## config.mk

```make
export PLATFORM = sky130hd
export DESIGN_NAME = sram_port_arbiter_flat
export DESIGN_NICKNAME = d
export VERILOG_FILES = /design/src/rtl/sram_port_arbiter_if.sv /design/src/rtl/sram_port_arbiter.sv /design/src/flat_wrapper.sv
export SDC_FILE = /design/constraint.sdc
export NUM_CORES = 1
export LEC_CHECK = 0
export CAP_MARGIN = 20
export CORE_MARGIN = 10
export CORE_UTILIZATION = 39
export DETAILED_ROUTE_END_ITERATION = 8
export PLACE_DENSITY = 0.82
export SYNTH_ARGS = -nofsm -noshare
export SYNTH_HDL_FRONTEND = slang
export SYNTH_SLANG_ARGS = --single-unit
```

## constraint.sdc

```tcl
create_clock -name clk -period 3.4 [get_ports clk]
set_input_delay 0.68 -clock clk [delete_from_list [all_inputs] [get_ports clk]]
set_output_delay 0.68 -clock clk [all_outputs]
set_load 0.05 [all_outputs]
```

## src/rtl/sram_port_arbiter_if.sv

```systemverilog
// Bundle of the two client command ports and the SRAM controller command port.
// slave  : arbiter side (takes client requests, drives the controller).
// master : environment side (clients plus controller).
// Client N : cN_req/rw/addr/wdata in, cN_ack/rdata/rvalid out (arbiter view).
// Controller: sram_mem/rw/addr/wdata out, sram_ready/rdata in (arbiter view).
interface sram_port_arbiter_if #(
  parameter int unsigned AW = 18,
  parameter int unsigned DW = 16
);
  logic          c0_req;
  logic          c0_rw;
  logic [AW-1:0] c0_addr;
  logic [DW-1:0] c0_wdata;
  logic          c0_ack;
  logic [DW-1:0] c0_rdata;
  logic          c0_rvalid;

  logic          c1_req;
  logic          c1_rw;
  logic [AW-1:0] c1_addr;
  logic [DW-1:0] c1_wdata;
  logic          c1_ack;
  logic [DW-1:0] c1_rdata;
  logic          c1_rvalid;

  logic          busy;

  logic          sram_mem;
  logic          sram_rw;
  logic [AW-1:0] sram_addr;
  logic [DW-1:0] sram_wdata;
  logic          sram_ready;
  logic [DW-1:0] sram_rdata;

  modport slave (
    input  c0_req, c0_rw, c0_addr, c0_wdata,
    input  c1_req, c1_rw, c1_addr, c1_wdata,
    input  sram_ready, sram_rdata,
    output c0_ack, c0_rdata, c0_rvalid,
    output c1_ack, c1_rdata, c1_rvalid,
    output busy,
    output sram_mem, sram_rw, sram_addr, sram_wdata
  );

  modport master (
    output c0_req, c0_rw, c0_addr, c0_wdata,
    output c1_req, c1_rw, c1_addr, c1_wdata,
    output sram_ready, sram_rdata,
    input  c0_ack, c0_rdata, c0_rvalid,
    input  c1_ack, c1_rdata, c1_rvalid,
    input  busy,
    input  sram_mem, sram_rw, sram_addr, sram_wdata
  );
endinterface

```

## src/rtl/sram_port_arbiter.sv

```systemverilog
// Two-client round-robin arbiter in front of the asynchronous SRAM controller.
// Serialises one complete SRAM transaction at a time: grant in IDLE, hold mem
// for one accepted cycle in ISSUE, wait for the controller to return to idle in
// WAIT, then hand read data back to the owning client with a one-cycle rvalid.
// Ports:
//   clk   : system clock (shared with the controller)
//   reset : asynchronous, active-high
//   bus   : client command ports, busy, and controller command port (slave view)
// All outputs come straight from flops, except busy which decodes the state flop.
module sram_port_arbiter #(
  parameter int unsigned AW = 18,
  parameter int unsigned DW = 16
) (
  input  logic              clk,
  input  logic              reset,
  sram_port_arbiter_if.slave bus
);

  typedef enum logic [1:0] {StIdle, StIssue, StWait} state_e;

  state_e        state_q, state_d;
  logic          owner_q, owner_d;
  logic          last_grant_q, last_grant_d;
  logic          sram_mem_q, sram_mem_d;
  logic          sram_rw_q, sram_rw_d;
  logic [AW-1:0] sram_addr_q, sram_addr_d;
  logic [DW-1:0] sram_wdata_q, sram_wdata_d;
  logic          c0_ack_q, c0_ack_d;
  logic          c1_ack_q, c1_ack_d;
  logic          c0_rvalid_q, c0_rvalid_d;
  logic          c1_rvalid_q, c1_rvalid_d;
  logic [DW-1:0] c0_rdata_q, c0_rdata_d;
  logic [DW-1:0] c1_rdata_q, c1_rdata_d;

  logic any_req;
  logic winner;

  assign any_req = bus.c0_req | bus.c1_req;
  // On a tie the client that did not win last time goes; otherwise the lone requester.
  assign winner  = (bus.c0_req && bus.c1_req) ? ~last_grant_q : bus.c1_req;

  always_comb begin
    state_d      = state_q;
    owner_d      = owner_q;
    last_grant_d = last_grant_q;
    sram_mem_d   = sram_mem_q;
    sram_rw_d    = sram_rw_q;
    sram_addr_d  = sram_addr_q;
    sram_wdata_d = sram_wdata_q;
    c0_ack_d     = 1'b0;
    c1_ack_d     = 1'b0;
    c0_rvalid_d  = 1'b0;
    c1_rvalid_d  = 1'b0;
    c0_rdata_d   = c0_rdata_q;
    c1_rdata_d   = c1_rdata_q;

    unique case (state_q)
      StIdle: begin
        if (any_req) begin
          owner_d      = winner;
          last_grant_d = winner;
          sram_rw_d    = winner ? bus.c1_rw    : bus.c0_rw;
          sram_addr_d  = winner ? bus.c1_addr  : bus.c0_addr;
          sram_wdata_d = winner ? bus.c1_wdata : bus.c0_wdata;
          c0_ack_d     = ~winner;
          c1_ack_d     = winner;
          sram_mem_d   = 1'b1;
          state_d      = StIssue;
        end
      end
      StIssue: begin
        // Controller only accepts mem while idle; keep asserting until it does.
        if (bus.sram_ready) begin
          sram_mem_d = 1'b0;
          state_d    = StWait;
        end
      end
      StWait: begin
        // First ready after acceptance means the op is done and read data is valid.
        if (bus.sram_ready) begin
          if (sram_rw_q) begin
            if (owner_q) begin
              c1_rdata_d  = bus.sram_rdata;
              c1_rvalid_d = 1'b1;
            end else begin
              c0_rdata_d  = bus.sram_rdata;
              c0_rvalid_d = 1'b1;
            end
          end
          state_d = StIdle;
        end
      end
      default: state_d = StIdle;
    endcase
  end

  always_ff @(posedge clk or posedge reset) begin
    if (reset) begin
      state_q      <= StIdle;
      owner_q      <= 1'b0;
      last_grant_q <= 1'b1;
      sram_mem_q   <= 1'b0;
      sram_rw_q    <= 1'b1;
      sram_addr_q  <= '0;
      sram_wdata_q <= '0;
      c0_ack_q     <= 1'b0;
      c1_ack_q     <= 1'b0;
      c0_rvalid_q  <= 1'b0;
      c1_rvalid_q  <= 1'b0;
      c0_rdata_q   <= '0;
      c1_rdata_q   <= '0;
    end else begin
      state_q      <= state_d;
      owner_q      <= owner_d;
      last_grant_q <= last_grant_d;
      sram_mem_q   <= sram_mem_d;
      sram_rw_q    <= sram_rw_d;
      sram_addr_q  <= sram_addr_d;
      sram_wdata_q <= sram_wdata_d;
      c0_ack_q     <= c0_ack_d;
      c1_ack_q     <= c1_ack_d;
      c0_rvalid_q  <= c0_rvalid_d;
      c1_rvalid_q  <= c1_rvalid_d;
      c0_rdata_q   <= c0_rdata_d;
      c1_rdata_q   <= c1_rdata_d;
    end
  end

  assign bus.busy       = (state_q != StIdle);
  assign bus.sram_mem   = sram_mem_q;
  assign bus.sram_rw    = sram_rw_q;
  assign bus.sram_addr  = sram_addr_q;
  assign bus.sram_wdata = sram_wdata_q;
  assign bus.c0_ack     = c0_ack_q;
  assign bus.c1_ack     = c1_ack_q;
  assign bus.c0_rvalid  = c0_rvalid_q;
  assign bus.c1_rvalid  = c1_rvalid_q;
  assign bus.c0_rdata   = c0_rdata_q;
  assign bus.c1_rdata   = c1_rdata_q;

endmodule

```

## src/flat_wrapper.sv

```systemverilog
// flat-port wrapper written by rule: the top's interface ports become plain ports
module sram_port_arbiter_flat 
#(
  parameter int unsigned AW = 18,
  parameter int unsigned DW = 16
)
  (clk, reset, bus_c0_req, bus_c0_rw, bus_c0_addr, bus_c0_wdata, bus_c1_req, bus_c1_rw, bus_c1_addr, bus_c1_wdata, bus_sram_ready, bus_sram_rdata, bus_c0_ack, bus_c0_rdata, bus_c0_rvalid, bus_c1_ack, bus_c1_rdata, bus_c1_rvalid, bus_busy, bus_sram_mem, bus_sram_rw, bus_sram_addr, bus_sram_wdata);
  sram_port_arbiter_if #(.AW(AW), .DW(DW)) bus_i ();
  input  logic clk;
  input  logic reset;
  input wire logic [$bits(bus_i.c0_req)-1:0] bus_c0_req;
  input wire logic [$bits(bus_i.c0_rw)-1:0] bus_c0_rw;
  input wire logic [$bits(bus_i.c0_addr)-1:0] bus_c0_addr;
  input wire logic [$bits(bus_i.c0_wdata)-1:0] bus_c0_wdata;
  input wire logic [$bits(bus_i.c1_req)-1:0] bus_c1_req;
  input wire logic [$bits(bus_i.c1_rw)-1:0] bus_c1_rw;
  input wire logic [$bits(bus_i.c1_addr)-1:0] bus_c1_addr;
  input wire logic [$bits(bus_i.c1_wdata)-1:0] bus_c1_wdata;
  input wire logic [$bits(bus_i.sram_ready)-1:0] bus_sram_ready;
  input wire logic [$bits(bus_i.sram_rdata)-1:0] bus_sram_rdata;
  output wire logic [$bits(bus_i.c0_ack)-1:0] bus_c0_ack;
  output wire logic [$bits(bus_i.c0_rdata)-1:0] bus_c0_rdata;
  output wire logic [$bits(bus_i.c0_rvalid)-1:0] bus_c0_rvalid;
  output wire logic [$bits(bus_i.c1_ack)-1:0] bus_c1_ack;
  output wire logic [$bits(bus_i.c1_rdata)-1:0] bus_c1_rdata;
  output wire logic [$bits(bus_i.c1_rvalid)-1:0] bus_c1_rvalid;
  output wire logic [$bits(bus_i.busy)-1:0] bus_busy;
  output wire logic [$bits(bus_i.sram_mem)-1:0] bus_sram_mem;
  output wire logic [$bits(bus_i.sram_rw)-1:0] bus_sram_rw;
  output wire logic [$bits(bus_i.sram_addr)-1:0] bus_sram_addr;
  output wire logic [$bits(bus_i.sram_wdata)-1:0] bus_sram_wdata;
  assign bus_i.c0_req = bus_c0_req;
  assign bus_i.c0_rw = bus_c0_rw;
  assign bus_i.c0_addr = bus_c0_addr;
  assign bus_i.c0_wdata = bus_c0_wdata;
  assign bus_i.c1_req = bus_c1_req;
  assign bus_i.c1_rw = bus_c1_rw;
  assign bus_i.c1_addr = bus_c1_addr;
  assign bus_i.c1_wdata = bus_c1_wdata;
  assign bus_i.sram_ready = bus_sram_ready;
  assign bus_i.sram_rdata = bus_sram_rdata;
  assign bus_c0_ack = bus_i.c0_ack;
  assign bus_c0_rdata = bus_i.c0_rdata;
  assign bus_c0_rvalid = bus_i.c0_rvalid;
  assign bus_c1_ack = bus_i.c1_ack;
  assign bus_c1_rdata = bus_i.c1_rdata;
  assign bus_c1_rvalid = bus_i.c1_rvalid;
  assign bus_busy = bus_i.busy;
  assign bus_sram_mem = bus_i.sram_mem;
  assign bus_sram_rw = bus_i.sram_rw;
  assign bus_sram_addr = bus_i.sram_addr;
  assign bus_sram_wdata = bus_i.sram_wdata;
  sram_port_arbiter #(.AW(AW), .DW(DW)) u_core (.clk(clk), .reset(reset), .bus(bus_i));
endmodule
```

# --- After elaboration in Yosys (flattened, before gate mapping) ---
# Index checks and enable logic that the tools add are counted.
word_totals:
  output_inout_bits: 73
  in_bits: 91
  elab_cells: 54
  reg_bits: 76
classes:
  muxes: 23
  n_reduce_logical: 9
  n_eq_ne: 5
  bitwise: 4
ops:
  columns: ["operator", "n"]
  rows:
  - ["$mux W18", 1]
  - ["$mux W1", 16]
  - ["$mux W16", 1]
  - ["$reduce_and A4 Y1", 2]
  - ["$mux W2", 3]
  - ["$pmux W2 S3", 1]
  - ["$reduce_and A3 Y1", 2]
  - ["$ne A2 B2 Y1 const B", 2]
  - ["$reduce_bool A2 Y1", 2]
  - ["$not A1 Y1", 3]
  - ["$eq A2 B1 Y1 const B", 1]
  - ["$eq A2 B2 Y1 const B", 1]
  - ["$logic_not A2 Y1", 1]
  - ["$ne A2 B1 Y1 const B", 1]
  - ["$pmux W1 S2", 1]
  - ["$reduce_and A2 Y1", 1]
  - ["$logic_and A1 B1 Y1", 1]
  - ["$or A1 B1 Y1", 1]

# --- Logic depth before layout (Yosys ltp) ---
# Gate-level depths: netlist (run 1).
depth:
  depth_word: 5
  mapped_depth: 5
  mapped_depth_nobuf: 3

# --- Least setup slack after synthesis (run 1) ---
# No wires, ideal clock.
synth_timing:
  kind: "register -> register"
  startpoint: "register u_core.sram_rw_q, in the netlist u_core.bus.sram_rw"
  endpoint: "register u_core.c0_rdata_q[0], in the netlist u_core.bus.c0_rdata[0]"
  path_buffers: 2
  t_arrival_ns: 1.634
  period_less_slack_ns: 1.759
  stages_incl_launch_ff: 6
  t_required_ns: 3.275
  setup_time_ns: 0.125
  path_slack_ns: 1.641
  path_cell_list: "dfstp_2 -> and4b_1 -> nor2b_4 -> buf_6 -> buf_12 -> mux2_4"
synth_between:
  elab_chain_cells: 1
synth_lines:
  columns: ["item", "line_no", "rtl"]
  rows:
  - ["from (decl)", "sram_port_arbiter.sv:25", "logic sram_rw_q, sram_rw_d;"]
  - ["from (signal assigned)", "sram_port_arbiter.sv:117", "sram_rw_q <= sram_rw_d;"]
  - ["$reduce_and A4 Y1 (no line)", null, null]
  - ["to (signal assigned)", "sram_port_arbiter.sv:124", "c0_rdata_q <= c0_rdata_d;"]
  - ["to (decl)", "sram_port_arbiter.sv:32", "logic [DW-1:0] c0_rdata_q, c0_rdata_d;"]
# Every way passes these cells.
# A chain may end at the register's enable or synchronous reset.

# --- Worst setup path in the final report (run 1) ---
layout_timing:
  startpoint: "register u_core.state_q[1]"
  endpoint: "output port bus_busy"
layout_between:
  elab_chain_cells: 1
layout_lines:
  columns: ["item", "line_no", "rtl"]
  rows:
  - ["from (decl)", "sram_port_arbiter.sv:21", "state_e state_q, state_d;"]
  - ["from (signal assigned)", "sram_port_arbiter.sv:99", "state_q <= StIdle;"]
  - ["from (signal assigned)", "sram_port_arbiter.sv:113", "state_q <= state_d;"]
  - ["$reduce_bool A2 Y1", "sram_port_arbiter.sv:129", "assign bus.busy = (state_q != StIdle);"]
  - ["to (decl)", "flat_wrapper.sv:27", "output wire logic [$bits(bus_i.busy)-1:0] bus_busy;"]
# Every way passes these cells.

==> flow_summary.toml, run 1 <==
[outcome]
status = "finished clean"

[route]
first_iter_violations = 131
wl_per_cell_um = 19.7
wirelength_um = 9610
dr.pass1.iters = 4
avgViaCountPerCell = 5.02
ant_nets = 0
vias = 2443
drc = 0

[power_and_ir_drop]
irDropWorstVdd_uv = 616
power.total_w = 0.00530
powerDensity_mw_per_mm2 = 1050
p_switching_w = 0.00248
power_frac_seq_pct = 29.2
leakagePower_nw = 2.28
pwr-share-comb_pct = 57.9
p_clk_share_pct = 12.9
internal_power_w = 0.00282
swShare_pct = 46.7

[cts]
postCtsSetupBuffers = 0
cts-root-buf = "clkbuf_8"
cts_made_buffers = 9
cts_buffer_depth = 2
cts.sinks = 76
cts_tree = "yes"
cts.htree.levels = 3
clk_pin_slew_ns = 0.07
insertion_delay_ns = 0.34
ctsResizeCount = 0
hold_buffers = 0

[critical_path]
crit_type = "reg2out"
critPathBufInv = 2
crit_chain = "nor2_4, inv_1, clkdlybuf4s50_1"
path_delay_family = "buffers and inverters"
critPathMaxStageDelay_ns = 0.80
start_kind = "register"
cp_max_fo = 5
worstPathArrival_ns = 1.70
cp-end-kind = "output pin"
crit_slowest_cell = "clkdlybuf4s50_1"
required_ns = 2.72

[finish]
n_antenna_cell = 0
drive_gt1_share_pct = 17.1
synthToLayoutAreaGrowth_pct = 61.5
nets = 471
design_area_mm2 = 0.00504

[sta]
fin_crit_sh_pct = 70.1
hold_violations = 0
worstMarginPinSlew_ns = 0.756
holdWs_ns = 0.492
skew_ns = 0.0103
fin_ws_ns = 1.02
rsz0062_at_grt = "no"
setup_tns_ns = 0
drv_slew = 0
relSlewSlack_pct = 49.3
fmax_mhz = 420
period_needed_ns = 2.38
setup_viol = 0

[grt]
antenna_found_initial = 0
grt_usage_pct = 15.9
grt_pass1_vias = 2639
grt_max_degree = 37
overflow = 0
grt_pass1_wl_um = 14700

[job]
cap_viol_max_count = 0

[placed_design]
placed_area_mm2 = 0.00484
dp_hpwl_um = 7460
portBuffers = 163
pre_cts_slack_ns = 0.780
place.gp.congestion = 0.754

[synth]
synthMuxAreaShare_pct = 14.1
yosys.area.top_type_share_pct = 59.3
synthesis.nets = 307
synthArstFlopShare_pct = 100
synthSimpleGateAreaFrac_pct = 9.46
syn_inst = 216
synthFlopType = "dfrtp_1"
seq_area_frac_synth_pct = 61.0
synthTopCellsByArea = "dfrtp_1, a221o_1, mux2_2"
synth_top_family_by_area = "multiplexers"
yosys_warnings = 0
synth-compound-area-share_pct = 11.9
synth_cell_types = 25
avgSynthCellArea_um2 = 14.4
synthXorXnorAreaFrac_pct = 0
synth.ff_latch_count = 76
synth_largest_area_cell = "dfrtp_1"
synth_edf_count = 0
syn_area_mm2 = 0.00312
synth_fa_ha_area_share_pct = 0

[floorplanning]
fp.dieH_um = 109
core_area_mm2 = 0.00777
io_pins = 164
die_w_um = 109
fp-row-count = 32
die_area_mm2 = 0.0120
initial_utilization_pct = 40.2

[hold_path]
hp-class = "reg2reg"
## Yosys cell counts, types with 2 or more instances
cell      count
clkbuf_1      8
buf_2         6
and3_1       34
nand2b_1      2
dfrtp_1      74
inv_1         3
dfstp_2       2
o21ai_0       2
mux2_2       27
a21o_1        2
mux2_4        9
nand2_1       2
a221o_1      33
## per-layer routing
| metal | vias up | track usage [%] | part of all wire [%] |
|---|---|---|---|
| li1 | 1152 | - | - |
| met1 | 1171 | 18.6 | 40 |
| met2 | 111 | 25.9 | 47 |
| met3 | 9 | 5.91 | 11 |
| met4 | 0 | 6.60 | 1.2 |
| met5 | - | 0 | 0 |
## worst paths after layout
kind / from / end / slack (ns) / cells after the start
max in group asynchronous: reset / u_core.bus.sram_addr[16] / 1.94 / 3
min in group asynchronous: reset / u_core.bus.c0_rdata[2] / 0.70 / 2
worst min register to register: u_core.bus.sram_mem / u_core.bus.sram_mem / 0.49 / 2
worst max-delay path: u_core.state_q[1] / bus_busy / 1.02 / 3
worst max register to register: u_core.state_q[1] / u_core.bus.sram_addr[5] / 1.46 / 5
worst min-delay path: u_core.bus.sram_mem / u_core.bus.sram_mem / 0.49 / 2
## metrics by stage
step	instances	util (%)
after floorplan	216	-
after global placement	471	62.3
after detailed placement	471	62.3
after CTS	487	64.9
after global routing	487	64.9
final	487	64.9
## kinds of logic after synthesis
group | count (synthesis)
flops | 76
mux | 36
compound gates | 39
simple gates | 45
buf+inv | 20
## cells in the final DEF, fill, tap and decap left out
master           instances
and4b_1                  1
bufinv_16                1
inv_1                    2
buf_4                    7
o21ai_2                  1
and2_1                   1
nand3b_1                 1
clkbuf_8                10
mux2_2                  27
clkbuf_1                 1
o21ai_0                  2
mux2_4                   9
and3_1                  34
or2b_1                   1
nand2_2                  1
nor2b_4                  1
a21boi_2                 1
nand2b_1                 2
clkdlybuf4s50_1        163
clkinv_2                 1
clkinvlp_4               3
clkinv_4                 1
a21o_1                   2
dfstp_2                  2
dfrtp_1                 74
nor2_4                   1
nand2_1                  2
a221o_1                 33
## final cells by class
cell class / instances / area (um2)
clock buffers: 11 / 141
clock inverters: 5 / 61.3
fillers: 602 / 2730
inverters: 3 / 12.5
multi-input cells: 120 / 1110
flip-flops and latches: 76 / 1900
well taps: 102 / 128
repair buffers: 170 / 1680
## sequential cells by signal (all words and copies together), names as in the netlist
| signal | flops |
|---|---|
| u_core.bus.sram_wdata | 16 |
| u_core.bus.c1_rdata | 16 |
| u_core.bus.c1_rvalid | 1 |
| u_core.bus.c1_ack | 1 |
| u_core.state_q | 2 |
| u_core.bus.c0_ack | 1 |
| u_core.owner_q | 1 |
| u_core.bus.c0_rdata | 16 |
| u_core.bus.sram_addr | 18 |
| u_core.bus.c0_rvalid | 1 |
| u_core.bus.sram_rw | 1 |
| u_core.last_grant_q | 1 |
| u_core.bus.sram_mem | 1 |
## power groups by stage
stage                     clock, W  sequential, W  combinational, W
after floorplan                  0        0.00280          0.000741
after global placement           0        0.00154           0.00305
after detailed placement         0        0.00156           0.00311
after CTS                 0.000706        0.00155           0.00310
after global routing      0.000753        0.00160           0.00320
final                     0.000686        0.00154           0.00307
## worst register-to-register path, delay by kind of cell, from the launching register on
family                 cells  cell delay (ns)
AND/OR/NAND/NOR            1             0.14
AO/OA/AOI/OAI              2             0.65
buffers and inverters      2             0.59
flip-flops                 1             0.45
Power figures use the tool's default switching activity.
==> run 2, diff against run 1 <==
==> constraint.sdc (replaced) <==
create_clock -name clk -period 2.35 [get_ports clk]
set_input_delay 0.47 -clock clk [delete_from_list [all_inputs] [get_ports clk]]
set_output_delay 0.47 -clock clk [all_outputs]
set_load 0.05 [all_outputs]
==> run 2 against run 1 <==
  * Critical path type unchanged
  * Combinational power up 45%
  * Worst setup slack worse by 0.84 ns
  * Clock power up 56%
  * Final cell count up 0.41%
  * Sequential power up 46%
==> flow_summary.toml, run 2 (synthesis gave the netlist of run 1 again) <==
[sta]
relSlewSlack_pct = 62.7
hold_violations = 0
skew_ns = 0.0122
setup_viol = 0
period_needed_ns = 2.17
drv_slew = 0
fin_crit_sh_pct = 92.4
setup_tns_ns = 0
worstMarginPinSlew_ns = 0.559
rsz0062_at_grt = "no"
fin_ws_ns = 0.178
fmax_mhz = 460

[finish]
synthToLayoutAreaGrowth_pct = 63.2
layout_commonest_cell = "clkdlybuf4s50_1"
drive_gt1_share_pct = 17.8
fillers = 618
n_antenna_cell = 0
largest_register_ffs = 18
nets = 473
layoutNonFillerInstCount = 489
most-common-layout-cells = "clkdlybuf4s50_1, dfrtp_1, and3_1, a221o_1, mux2_2"
final_util_pct = 65.6

[critical_path]
crit_slowest_cell = "clkdlybuf4s50_1"
worstPathArrival_ns = 1.70
critPathMaxStageDelay_ns = 0.82
cp-end-kind = "output pin"
critPathBufInv = 1
crit_chain = "clkdlybuf4s50_1"
crit_type = "reg2out"
required_ns = 1.88
start_kind = "register"
cp_max_fo = 3
path_delay_family = "buffers and inverters"

[grt]
antenna_found_initial = 0
grt_usage_pct = 15.5
grt_pass1_wl_um = 14500
grt_max_degree = 77
grt_pass1_vias = 2717
overflow = 0

[cts]
cts_buffer_depth = 2
cts.htree.levels = 3
clk_pin_slew_ns = 0.08
ctsResizeCount = 0
cts_tree = "yes"
cts-root-buf = "clkbuf_8"
cts.sinks = 76
postCtsSetupBuffers = 0
insertion_delay_ns = 0.33
hold_buffers = 0
cts_made_buffers = 9

[power_and_ir_drop]
p_switching_w = 0.00361
internal_power_w = 0.00417
p_clk_share_pct = 13.8
power.total_w = 0.00779
pwr-share-comb_pct = 57.3
power_frac_seq_pct = 28.9
powerDensity_mw_per_mm2 = 1530
swShare_pct = 46.4
irDropWorstVdd_uv = 790
leakagePower_nw = 2.31

[placed_design]
dp_hpwl_um = 7230
place_inst = 472
place.gp.congestion = 0.727
portBuffers = 163
pre_cts_slack_ns = 0.301

[route]
vias = 2504
avgViaCountPerCell = 5.12
ant_nets = 0
wirelength_um = 9730
wl_per_cell_um = 19.9
drc = 0
first_iter_violations = 65
dr.pass1.iters = 4

[floorplanning]
fp-row-count = 32
io_pins = 164
fp.dieH_um = 109
die_area_mm2 = 0.0120
core_area_mm2 = 0.00777
initial_utilization_pct = 40.2
die_w_um = 109

[outcome]
status = "finished clean"

[hold_path]
hp-class = "reg2reg"

[job]
cap_viol_max_count = 0
[run 2: cell count changes in the layout (fill, tap and decap cells not counted)]
cell	previous run	this run
buf_12	0	2
clkinvlp_4	3	1
bufinv_16	1	2
clkbuf_8	10	9
clkdlybuf4s50_1	163	162
clkinv_2	1	2
inv_6	0	1
nor2_2	0	1
[run 2: path summary, 6_finish.rpt]
kind                                           from                 endpoint  slack, ns  cells after the start
worst max-delay path             u_core.bus.sram_rw              bus_sram_rw       0.18                      1
worst min-delay path            u_core.bus.sram_mem      u_core.bus.sram_mem       0.48                      2
worst max register to register    u_core.state_q[0]  u_core.bus.sram_addr[1]       0.46                      4
worst min register to register  u_core.bus.sram_mem      u_core.bus.sram_mem       0.48                      2
max in group asynchronous                     reset      u_core.last_grant_q       1.42                      3
min in group asynchronous                     reset   u_core.bus.c1_rdata[2]       0.60                      3
[run 2: tightest hold or removal path: stages, from the launching register on]
cell and delay [ns]:
dfrtp_1 0.35, nand2_1 0.05, nand2_1 0.05
[run 2: cell type report]
class                           count  area, um2  share of cell area [%]
Multi-Input combinational cell    121       1120                    21.9
Sequential cell                    76       1900                    37.4
Timing Repair Buffer              171       1710                    33.7
Inverter                            3       15.0                   0.295
Clock inverter                      6       87.6                    1.72
Tap cell                          102        128                    2.51
Clock buffer                       10        128                    2.51
[run 2: stage by stage]
| step | area [um2] | hold WS, ns |
|---|---|---|
| global placement | 4870 | 0.460 |
| detailed placement | 4870 | 0.465 |
| global route | 5090 | 0.500 |
| CTS | 5090 | 0.484 |
| floorplan | 3120 | 0.505 |
| finish | 5090 | 0.477 |
[run 2: power by group through the flow]
stage	clock, W	sequential, W	combinational, W
floorplan	0	0.00405	0.00107
global placement	0	0.00223	0.00440
detailed placement	0	0.00225	0.00449
CTS	0.00109	0.00224	0.00449
global route	0.00116	0.00233	0.00466
finish	0.00107	0.00225	0.00446
[run 2: metal layers]
metal / wire length (um) / up-vias / global-route usage (%)
met2: 4680 / 119 / 25.0
met1: 3920 / 1221 / 18.8
met4: 60 / 0 / 3.90
met5: 0 / - / 0
met3: 1060 / 8 / 6.50
li1: - / 1156 / -
